**src/rtl/bitwise_logic_engine.sv**
```systemverilog
// ---------------------------------------------------------------------------
// bitwise_logic_engine
//   Multi-cycle WIDTH-bit bitwise logic unit. A request (in_op, x, y) is
//   latched on a valid/ready handshake. The result is then built SLICE bits
//   per clock, LSB slice first. The completed word is returned with a zero
//   flag on a valid/ready response interface.
//
//   Ports
//     clk        rising-edge clock
//     rst_n      asynchronous active-low reset
//     in_valid   request valid
//     in_ready   engine idle and able to accept a request
//     in_op      operation select (see bitwise_logic_slice)
//     x, y       operands
//     out_valid  result valid (held until out_ready)
//     out_ready  consumer accepts the result
//     out        registered result, changes only on entry to DONE or reset
//     zero_flag  registered, out == 0 (meaningful while out_valid)
//     busy       high while computing or holding a result
//
//   SLICE must divide WIDTH evenly; K = WIDTH/SLICE cycles per operation.
// ---------------------------------------------------------------------------

// Per-slice evaluator: one instance per SLICE-bit lane of the operands.
module bitwise_logic_slice #(
   parameter int SLICE = 4
) (
   input  logic [2:0]       op,
   input  logic [SLICE-1:0] a,
   input  logic [SLICE-1:0] b,
   output logic [SLICE-1:0] r
);
   always_comb begin
      case (op)
         3'b000:  r = a & b;
         3'b001:  r = a | b;
         3'b010:  r = a ^ b;
         3'b011:  r = ~(a & b);
         3'b100:  r = ~(a | b);
         3'b101:  r = ~(a ^ b);
         3'b110:  r = ~a;
         default: r = a & ~b;
      endcase
   end
endmodule

module bitwise_logic_engine #(
   parameter int WIDTH = 16,
   parameter int SLICE = 4
) (
   input  logic             clk,
   input  logic             rst_n,
   input  logic             in_valid,
   output logic             in_ready,
   input  logic [2:0]       in_op,
   input  logic [WIDTH-1:0] x,
   input  logic [WIDTH-1:0] y,
   output logic             out_valid,
   input  logic             out_ready,
   output logic [WIDTH-1:0] out,
   output logic             zero_flag,
   output logic             busy
);
   localparam int K  = WIDTH / SLICE;
   localparam int CW = (K > 1) ? $clog2(K) : 1;
   localparam logic [CW-1:0] LAST = CW'(K - 1);

   typedef enum logic [1:0] {IDLE, RUN, DONE} state_t;

   state_t                    state;
   logic [CW-1:0]             cnt;
   logic [2:0]                op_q;
   logic [K-1:0][SLICE-1:0]   x_q, y_q;
   logic [K-1:0][SLICE-1:0]   work, work_nxt, res;

   // Every lane evaluates continuously on the latched operands; only the
   // lane selected by cnt is committed to the working register each cycle.
   // The lanes are kept separate so the slice select is a simple compare
   // per lane rather than a variable part-select.
   for (genvar g = 0; g < K; g++) begin : g_lane
      bitwise_logic_slice #(.SLICE(SLICE)) u_slice (
         .op (op_q),
         .a  (x_q[g]),
         .b  (y_q[g]),
         .r  (res[g])
      );
      assign work_nxt[g] = (cnt == CW'(g)) ? res[g] : work[g];
   end

   always_ff @(posedge clk or negedge rst_n) begin
      if (!rst_n) begin
         state     <= IDLE;
         cnt       <= '0;
         op_q      <= '0;
         x_q       <= '0;
         y_q       <= '0;
         work      <= '0;
         out       <= '0;
         zero_flag <= 1'b0;
         in_ready  <= 1'b1;
         out_valid <= 1'b0;
         busy      <= 1'b0;
      end else begin
         case (state)
            IDLE: begin
               if (in_valid) begin
                  op_q     <= in_op;
                  x_q      <= x;
                  y_q      <= y;
                  cnt      <= '0;
                  work     <= '0;
                  in_ready <= 1'b0;
                  busy     <= 1'b1;
                  state    <= RUN;
               end
            end
            RUN: begin
               work <= work_nxt;
               cnt  <= cnt + CW'(1);
               if (cnt == LAST) begin
                  // work_nxt already holds the final slice.
                  out       <= work_nxt;
                  zero_flag <= (work_nxt == '0);
                  out_valid <= 1'b1;
                  state     <= DONE;
               end
            end
            DONE: begin
               // A request presented alongside the response handshake is
               // not taken; in_ready only rises in the following cycle.
               if (out_ready) begin
                  out_valid <= 1'b0;
                  in_ready  <= 1'b1;
                  busy      <= 1'b0;
                  state     <= IDLE;
               end
            end
            default: state <= IDLE;
         endcase
      end
   end
endmodule

```
**config.mk**
```make
export PLATFORM = sky130hd
export DESIGN_NAME = bitwise_logic_engine
export DESIGN_NICKNAME = d
export VERILOG_FILES = /design/src/rtl/bitwise_logic_engine.sv
export SDC_FILE = /design/constraint.sdc
export NUM_CORES = 1
export LEC_CHECK = 0
export CELL_PAD_IN_SITES_DETAIL_PLACEMENT = 1
export CELL_PAD_IN_SITES_GLOBAL_PLACEMENT = 1
export CORE_MARGIN = 2
export CORE_UTILIZATION = 48
export DETAILED_ROUTE_END_ITERATION = 7
export PLACE_DENSITY_LB_ADDON = 0.1
export SYNTH_ARGS = -nofsm -noshare
export SYNTH_HDL_FRONTEND = slang
export SYNTH_HIERARCHICAL = 1
export SYNTH_SLANG_ARGS = --single-unit
```
**constraint.sdc**
```tcl
create_clock -name clk -period 6.6 [get_ports clk]
set_input_delay 0.99 -clock clk [delete_from_list [all_inputs] [get_ports clk]]
set_output_delay 0.99 -clock clk [all_outputs]
set_load 0.05 [all_outputs]
```
==> results list <==
* Area contributors post-synth: sky130_fd_sc_hd__dfrtp_1, sky130_fd_sc_hd__ha_1, sky130_fd_sc_hd__mux2_2
- Yosys printed 6 warnings.
- TritonCTS built the clock tree.
* Minimum hold slack: between 0.4 and 0.5 ns
- Synthesis produced 502 cells.
- STA puts the critical path data arrival time at approximately 3.2 ns.
- Number of global-route vias before repair: a little over 4k
- Syn nets: a little under 600
* Worst Tran Pin Value: 1.12 ns
* RePlAce Congestion: around 0.73
- Starting density of the core: between 40% and 50%
- For this design, the slowest cell found on the critical path is sky130_fd_sc_hd__mux4_1.
* Layout net count: ~630
- Relative area change from synthesis to final layout: 15.4%
- The setup check on the worst reg-to-reg path leaves a slack of roughly 3.7 ns.
- For this block, wires on met1 add up to 5130 um.
- The most used flip-flop cell after synthesis is sky130_fd_sc_hd__dfrtp_1.
* Clock buffer count from CTS: 9
- Filler-free cell count of the finished design: a little under 700
- Wire length reported by the detailed router: about 12,000 um
- By startpoint and endpoint, the worst setup path is classified as register to register.
- Count of boundary I/O pins: slightly below 60
- For this design the static power due to leakage is roughly 2.7 nW.
- After detailed routing, the average wire length per cell comes to between 15 and 20 um.
- The highest metal layer carrying signal wires in the routed design is met4.
* Cell area after synthesis: between 5000 and 6000 um^2
- In this run the tightest slew margin relative to its limit is around a quarter.
- Cell taking the most area after synthesis: sky130_fd_sc_hd__dfrtp_1
* Critical path, cell by cell: buf_4 -> mux4_1 -> nor2_1 -> a21oi_1 -> or4b_1 -> o22ai_1 -> nand2_1 -> o31ai_2
* Post_cts resized: 0
- In this run the worst setup path terminates at zero_flag.
- The number of different library cells used by synthesis comes to 43.
- Entering global routing, the biggest net connects 76 pins.
- For the final database, setup skew stands at roughly 0.013 ns.
* RSZ-0062 raised after global routing: no
- Data on the critical path is required at its endpoint by 6.85 ns.
- Floorplan die area: around 12,000 um^2
- Number of remaining DRC errors: 0
- Register-to-Register Path Depth: 8
- Setup TNS after final layout: 0 ns
* Height of the die: approximately 110 um
* First-pass GRT wire length: around 20,000 um
* Final Max Slew Viols: 0
- Max clock buf depth: 2
- Post-CTS Hold Buffers: 0
- The worst register-to-register path begins at op_q[2].
- The repair_antennas step left the layout with diodes totalling 0.
- Mapped Avg Cell Area: around 10 um^2
* PortBufs: 58
- Sequential share of the synthesized area: a little over a third
- In the detailed route, the total length drawn on met2 is approximately 6300 um.
* Number of synthesized flops with an enable pin: 0
- In this run the worst path has a maximum fanout of 74.
- Global routing used approximately 22% of the available tracks across all layers.
- Worst-path clk slew: around 0.080 ns
- Based on the critical path, the design can be clocked at up to approximately 0.35 GHz.
- Proportion of netlist area held by the largest area contributor: 36.1%
* Maximum vdd ir drop: around 0.00035 V
- The root buffer cell chosen for the clock tree is sky130_fd_sc_hd__clkbuf_8.
* Delay of the slowest critical-path stage: ~0.64 ns
- In this run the post-CTS setup repair buffer count came out at 0.
- Final period demand of the worst path: about 2.9 ns
* Count of max-cap constraint violations: 0
- End of the worst register-to-register path: zero_flag
- Using the TritonRoute via totals, the vias-per-cell ratio works out to about 5.7.
- Setup violations remaining at the end of the flow were counted as 0.
* Startpoint types: register
* # placed instances: between 600 and 700
- Layout cells sized above 1: 14.8%
- Share of flip-flops with an asynchronous set or reset: 100%
* Clock network latency to the later pin of the worst-skew pair: 0.35 ns
* H-tree depth reported by CTS: 3
* Half-perimeter wire length after placement: 7990 um
* Total grt overflow: 0
* Final-report hold violation count: 0
- Std cell rows: 37
* Chip width: 107 um
* Floorplan Core Area: 10,400 um^2
* Total via count after detailed routing: 3,919
- Antenna violations before repair: 0
- In this run the remaining antenna-violating nets after routing total 0.
- The worst setup path is captured at a register.
- Dividing the final minimum period by the clock period gives between 40% and 50%.
- Met3 layer wire length in the routed design: roughly 300 um
* Flip-flop and latch count after synthesis: 75
- Type of the tightest min-delay check: register to register
* Count of clock tree sinks: 75
- Pwr Density: about 560 nW/um^2
- First drt pass iteration count: 4
* First element of the critical path: op_q[2]
- 1st-iter DRT viols: about 140
* Outcome: finished, final reports clean
[stage by stage]
step / power (mW) / utilization, % / worst slack [ns] / area [um^2]
final: 3.31 / 57.1 / 3.70 / 5920
after global routing: 3.60 / 57.1 / 3.50 / 5920
after CTS: 3.33 / 57.1 / 3.71 / 5920
after detailed placement: 2.89 / 54.9 / 3.53 / 5690
after global placement: 2.74 / 54.9 / 3.55 / 5690
after floorplan: 2.42 / - / 4.33 / 5130
[flip-flops by register name (all words and copies together) (netlist names), 2 cells and up]
register,flops
cnt,2
op_q,3
out,16
state,2
work,16
x_q,16
y_q,16
[cells by family (layout without fill, tap and decap cells)]
group / count (synthesis) / after routing / synth area share [%]
buffers and inverters: 75 / 120 / 7.30
flip-flops: 75 / 75 / 36.6
adder cells (fa/ha/maj): 52 / 52 / 12.7
multiplexers: 69 / 69 / 17.1
AO/OA/AOI/OAI: 116 / 116 / 14.3
AND/OR/NAND/NOR: 115 / 115 / 12.0
[per-layer routing]
metal	track usage, %	vias to the layer above
met4	6.50	0
met3	3.45	7
met5	0	-
li1	-	1856
met1	27.3	2002
met2	38.8	54
[critical path, delay by kind of cell, from the launching register on]
family,cells,cell delay [ns]
AOI/OAI and AO/OA,3,0.41
buffers and inverters,1,0.62
DFF,1,0.36
muxes,1,0.64
and+or+nand+nor,3,0.75
[synthesized netlist by cell type (2+ instances only)]
library cell	count
sky130_fd_sc_hd__dfrtp_1	74
sky130_fd_sc_hd__ha_1	52
sky130_fd_sc_hd__nand2_1	47
sky130_fd_sc_hd__inv_1	42
sky130_fd_sc_hd__mux2_2	41
sky130_fd_sc_hd__a21oi_1	37
sky130_fd_sc_hd__o21ai_0	32
sky130_fd_sc_hd__nor2b_1	22
sky130_fd_sc_hd__mux2i_1	18
sky130_fd_sc_hd__nor2_1	16
sky130_fd_sc_hd__buf_2	14
sky130_fd_sc_hd__a32o_1	12
sky130_fd_sc_hd__o22ai_1	9
sky130_fd_sc_hd__buf_6	8
sky130_fd_sc_hd__mux4_2	8
sky130_fd_sc_hd__a22oi_1	7
sky130_fd_sc_hd__clkbuf_1	7
sky130_fd_sc_hd__and3b_1	6
sky130_fd_sc_hd__nor3_1	6
sky130_fd_sc_hd__o31ai_1	5
sky130_fd_sc_hd__a22o_1	4
sky130_fd_sc_hd__buf_4	4
sky130_fd_sc_hd__and4b_1	3
sky130_fd_sc_hd__nand2b_1	3
sky130_fd_sc_hd__o221ai_1	3
sky130_fd_sc_hd__mux4_1	2
sky130_fd_sc_hd__nor3_2	2
sky130_fd_sc_hd__or4_1	2
sky130_fd_sc_hd__or4b_1	2
[where the power goes]
| part | internal (mW) | switching [mW] | total, mW |
|---|---|---|---|
| clock network | 0.234 | 0.180 | 0.413 |
| logic | 0.887 | 1.16 | 2.05 |
| registers | 0.666 | 0.180 | 0.846 |
[worst min path at each step]
stage | start | endpoint | depth (start not counted) | slack, ns
2_1_floorplan | work[1] | work[1] | 1 | 0.48
3_3_place_gp | out[13] | out[13] | 2 | 0.46
3_5_place_dp | out[3] | out[3] | 2 | 0.48
4_1_cts | out[3] | out[3] | 2 | 0.50
5_1_grt | out[3] | out[3] | 2 | 0.52
6_report | out[14] | out[14] | 2 | 0.49
[cells in the final DEF, fill, tap and decap left out, types with 18 or more instances in the layout]
| cell | n |
|---|---|
| sky130_fd_sc_hd__mux2_2 | 41 |
| sky130_fd_sc_hd__inv_1 | 42 |
| sky130_fd_sc_hd__a21oi_1 | 37 |
| sky130_fd_sc_hd__nor2b_1 | 22 |
| sky130_fd_sc_hd__o21ai_0 | 32 |
| sky130_fd_sc_hd__nand2_1 | 47 |
| sky130_fd_sc_hd__clkdlybuf4s50_1 | 57 |
| sky130_fd_sc_hd__mux2i_1 | 18 |
| sky130_fd_sc_hd__ha_1 | 52 |
| sky130_fd_sc_hd__dfrtp_1 | 72 |
[cell type report]
| cell class | instances | area (um^2) |
|---|---|---|
| clock buffer | 12 | 155 |
| inverter | 42 | 158 |
| timing repair buffer | 62 | 608 |
| sequential | 75 | 1880 |
| clock inverter | 4 | 72.6 |
| tap | 136 | 170 |
| fill | 1170 | 4450 |
| multi-input combinational | 352 | 2880 |
(Power assumes the default switching activity.)
